<file path="src/rtl/priority_encoder.sv">
// Registered priority encoder: reports the index of the highest set bit of
// d_in one cycle later, with a valid flag to tell an all-zero request
// vector apart from a lone request at index 0.
// Optional build macro PE_MULTI_HOT_FLAG_EN adds a registered 'multi'
// output that flags two or more simultaneous requests.
module priority_encoder #(
  parameter int IN_W  = 8,
  parameter int OUT_W = 3
) (
  input  logic             clk,
  input  logic             rst,
  input  logic [IN_W-1:0]  d_in,
  output logic [OUT_W-1:0] a_out,
  output logic             valid
`ifdef PE_MULTI_HOT_FLAG_EN
  ,
  output logic             multi
`endif
);

  logic [OUT_W-1:0] w_idx;
  logic             w_any;
  logic [OUT_W-1:0] r_idx;
  logic             r_valid;

  // Ascending scan: the last set bit seen is the highest, so MSB wins.
  always_comb begin
    w_idx = '0;
    for (int i = 0; i < IN_W; i++) begin
      if (d_in[i]) w_idx = OUT_W'(i);
    end
  end

  assign w_any = |d_in;

  // Output registers; reset clears them and overrides the request vector.
  always_ff @(posedge clk) begin
    if (rst) begin
      r_idx   <= '0;
      r_valid <= 1'b0;
    end else begin
      r_idx   <= w_idx;
      r_valid <= w_any;
    end
  end

  assign a_out = r_idx;
  assign valid = r_valid;

`ifdef PE_MULTI_HOT_FLAG_EN
  logic w_seen;
  logic w_multi;
  logic r_multi;

  // A second set bit after one already seen means multi-hot.
  always_comb begin
    w_seen  = 1'b0;
    w_multi = 1'b0;
    for (int i = 0; i < IN_W; i++) begin
      if (d_in[i]) begin
        if (w_seen) w_multi = 1'b1;
        w_seen = 1'b1;
      end
    end
  end

  // Multi-hot flag register, same latency as a_out/valid.
  always_ff @(posedge clk) begin
    if (rst) r_multi <= 1'b0;
    else     r_multi <= w_multi;
  end

  assign multi = r_multi;
`endif

endmodule

</file>
<file path="config.mk">
export PLATFORM = sky130hd
export DESIGN_NAME = priority_encoder
export DESIGN_NICKNAME = d
export VERILOG_FILES = /design/src/rtl/priority_encoder.sv
export SDC_FILE = /design/constraint.sdc
export NUM_CORES = 1
export LEC_CHECK = 0
export CAP_MARGIN = 10
export CORE_AREA = 2 2 39 41
export DETAILED_ROUTE_END_ITERATION = 10
export DIE_AREA = 0 0 41 43
export HOLD_SLACK_MARGIN = 0.02
export PLACE_DENSITY_LB_ADDON = 0.12
export SLEW_MARGIN = 20
export SYNTH_ARGS = -nofsm -noshare
export SYNTH_HDL_FRONTEND = slang
export SYNTH_SLANG_ARGS = --single-unit
</file>
<file path="constraint.sdc">
create_clock -name clk -period 0.8 [get_ports clk]
set_input_delay 0.16 -clock clk [delete_from_list [all_inputs] [get_ports clk]]
set_output_delay 0.16 -clock clk [all_outputs]
set_load 0.05 [all_outputs]
</file>
# --- Word level (Yosys, flattened, before mapping) ---
# Index checks and enable logic that the tools add are counted.
totals:
  ram_bits: 0
  inputBits: 10
  out_inout_bits: 4
  romBits: 0
  memories: 0
  latch_bits: 0
  elab_cells: 10
  ff_bits: 4
classes:
  reduce_logical: 1
  magnitude_cmp: 0
  bitwise_logic: 0
  n_mul: 0
  add_sub_neg: 0
  shift: 0
  mux: 7
  n_div: 0
  n_eq_ne: 0
op_table:
  columns: ["cell", "count"]
  rows:
  - ["$mux W3", 6]
  - ["$reduce_or A8 Y1", 1]
  - ["$mux W1", 1]

# --- Logic depth before layout (Yosys ltp) ---
depth:
  word_depth: 7
  ltp_mapped: 3
  mapped_depth_nobuf: 3

# --- Worst setup path after synthesis ---
# No wires, ideal clock.
synth_path:
  path_type: "flip-flop to output port"
  start: "reg r_idx[0] (netlist: a_out[0])"
  end: "out a_out[0]"
  t_arrival_ps: 587
  stages_incl_launch_ff: 1
  path_buffers: 0
  path_slack_ps: 53
  required_ps: 640
  path_cell_list: "dfxtp_1"
synth_rtl:
  columns: ["element", "line", "rtl"]
  rows:
  - ["start: declaration", "23", "logic [OUT_W-1:0] r_idx;"]
  - ["start signal: assignment", "42", "r_idx <= w_idx;"]
  - ["end: declaration", "13", "output logic [OUT_W-1:0] a_out,"]
# No word-level cell between the ends.

# --- Worst setup path in the final report ---
layout_path:
  start: "reg r_idx[0] (netlist: a_out[0])"
  end: "out a_out[0]"
# No word-level cell between the ends.

==> out/metrics.cfg <==
[floorplan]
fp.coreArea_um2 = 1380
io-pin-count = 14
die_area_um2 = 1760
initial_utilization = 0.116
row_count = 14
fp.dieH_um = 43
die_x_um = 41

[synthesis]
yosys.area.top_type_share = 0.500
syn_inst = 16
yosys.area.top_type = sky130_fd_sc_hd__dfxtp_1
synth_sequential_area_ratio = 0.500
synth-compound-area-share = 0.336
synth_nets = 26
yosysWarnings = 0
syn_avg_cell_area_um2 = 10.0
synth_area_um2 = 160
largest_family_of_logic_cells_by_synthesized_area = compound AO/OA/AOI/OAI gates
synth_xor_xnor_area_share = 0
synth_cell_type_count = 12
synth_mux_area_frac = 0
ys_ff_latch = 4
synth_simple_gate_area_frac = 0.141
synth.area.top_cells = sky130_fd_sc_hd__dfxtp_1 50%, sky130_fd_sc_hd__o41ai_2 10%, sky130_fd_sc_hd__a21oi_1 6.3%
synth_fa_ha_area_frac = 0

[final_layout]
flow.area_growth_from_synthesis_pct = 141
multi_input_area_um2 = 82.6
antenna-diode-count = 0
layout_common_cells = 7 x sky130_fd_sc_hd__dlygate4sd2_1, 4 x sky130_fd_sc_hd__dfxtp_2, 4 x sky130_fd_sc_hd__buf_12
final.fill_count = 151
final_net_count = 45
seqCellArea_um2 = 85.1
leading_cell_type_in_the_layout_fill_and_taps_excluded = sky130_fd_sc_hd__dlygate4sd2_1
drive_above_1_share = 0.515

[timing]
post-route-worst-setup-slack_ns = -0.0514
report.final.setup_viol = 4
tightestPinTransition_ns = 0.244
final_period_minus_worst_setup_slack_ns = 0.851
max_slew_margin = 0.836
timing.final.crit_share = 1.06
rsz0062_at_grt = yes
final_hold_viol_count = 0
fin_worst_hold_slack_ns = 0.193
maxClockFrequency_mhz = 1170
final_max_slew_viol_count = 0

[hold_path]
worst_hold_startpoint = rst
timing.hold.worst_path_depth = 2
timing.hold.worst.class = input port to register
timing.hold.worst_endpoint = a_out[0]

[detailed_routing]
drt_iter0_drc = 0
route.met2.wl_um = 193
wl_met1_um = 144
router_iterations_before_antenna_repair = 1
detailroute.via_count = 173
wire_per_inst_um = 7.88
detailroute.wirelength.met3_um = 48
maxUsedRoutingLayer = met3
drt_antenna_net_count = 0
drt_drc_violations_left = 0
routed_via_density = 3.53
routed_wirelength_um = 386

[placement]
portBuffers = 13
gpl.final_weighted_congestion = 0.668

[critical_path]
slowest_stage = sky130_fd_sc_hd__dfxtp_2
critical_path_class = register to output port
worst_setup_path_start_kind = register
critical_path.max_fanout = 1
cp_data_required_time_ns = 0.64
critical_path.cell_chain = buf_12
critical-path-max-stage-delay_ns = 0.33
worst_ep_arrival_time_ns = 0.69
end_kind = output port
top_delay_family_on_crit_path = flip-flops
critical_path.n_buffers_inverters = 1

[power]
vdd.ir_drop.worst_v = 0.000428
power.sequential.fraction = 0.350
total_power_mw = 0.652
comb_power_share = 0.276
power.leakage_nw = 0.172
p_per_area_nw_per_um2 = 1690
pwr-share-clk = 0.374
power_switching_share = 0.265
internal_power_mw = 0.479
netSwitchingPower_mw = 0.173

[cts]
max-clock-path-buffers = 2
count_of_clock_tree_sinks = 4
clock_transition_at_the_registers_of_the_reported_paths_ns = 0.04
clock_tree_from_tritoncts = built
cts-hold-fix-buffers = 0
h-tree-depth = 1
cts-root-buf = sky130_fd_sc_hd__clkbuf_4
post_cts_buffers = 0
cts-buffers-inserted = 3

[run_status]
outcome = finished, violations left
failed_checks = setup timing

[global_routing]
initial_antenna_violation_count = 0
pin_count_of_the_biggest_net_entering_global_routing = 4
first_global_vias = 173
grt_pass1_wl_um = 614
gr-total-overflow = 0
grt_use_total = 0.0581

[flow_run]
maxCapViolCount = 0

logic make-up (layout without fill, tap and decap cells):
group,Yosys count,in the layout
compound gates,7,7
flops,4,4
simple gates,4,4
buf+inv,1,18
power groups by stage:
stage               Sequential (mW)  Combinational [mW]  Clock [mW]
floorplan                     0.270              0.0247           0
global placement              0.228               0.190           0
detailed placement            0.228               0.191           0
CTS                           0.228               0.181       0.262
global route                  0.229               0.191       0.283
finish                        0.228               0.180       0.244
cell type report:
class	instances	share of cell area
Sequential cell	4	0.221
Timing Repair Buffer	14	0.445
Tap cell	16	0.0519
Inverter	1	0.00974
Multi-Input combinational cell	11	0.214
Clock buffer	3	0.0584
timing repair:
| item | in CTS | in global routing |
|---|---|---|
| endpoints found under the hold margin | 0 | 0 |
| endpoints found under the setup margin | 8 | 6 |
| pin swaps | 3 | 0 |
| resized for setup | 12 | 2 |
state kept, by name, indices dropped and copies added (netlist names):
signal  count
valid       1
a_out       3
cells in the mapped netlist:
library cell / number
sky130_fd_sc_hd__a21oi_2: 1
sky130_fd_sc_hd__nor2b_1: 1
sky130_fd_sc_hd__o21bai_1: 1
sky130_fd_sc_hd__nor2_1: 1
sky130_fd_sc_hd__inv_1: 1
sky130_fd_sc_hd__o41ai_2: 1
sky130_fd_sc_hd__o21ai_1: 1
sky130_fd_sc_hd__a21oi_1: 2
sky130_fd_sc_hd__nor4_1: 1
sky130_fd_sc_hd__nor2_2: 1
sky130_fd_sc_hd__a31oi_1: 1
sky130_fd_sc_hd__dfxtp_1: 4
through the flow:
stage          setup TNS (ns)   util  cells  setup WS (ns)  area (um2)
3_3_place_gp            -1.14  0.259     46         -0.301         358
6_report               -0.196  0.278     49        -0.0514         385
4_1_cts                -0.253  0.275     49        -0.0681         380
2_1_floorplan               0      -     16         0.0527         160
5_1_grt                -0.319  0.278     49        -0.0865         385
3_5_place_dp            -1.17  0.259     46         -0.314         358
metal layers:
metal  global-route usage  up-vias
li1                     -       94
met1               0.0511       69
met2               0.0750       10
met3               0.0314        0
met4               0.0800        0
met5                    0        -
worst max path at each step:
stage | to | cells past startpoint | startpoint
4_1_cts | a_out[0] | 1 | a_out[0]
3_5_place_dp | valid | 3 | d_in[2]
3_3_place_gp | valid | 3 | d_in[2]
6_report | a_out[0] | 1 | a_out[0]
5_1_grt | a_out[0] | 1 | a_out[0]
2_1_floorplan | a_out[0] | 0 | a_out[0]
(Power assumes the default switching activity.)
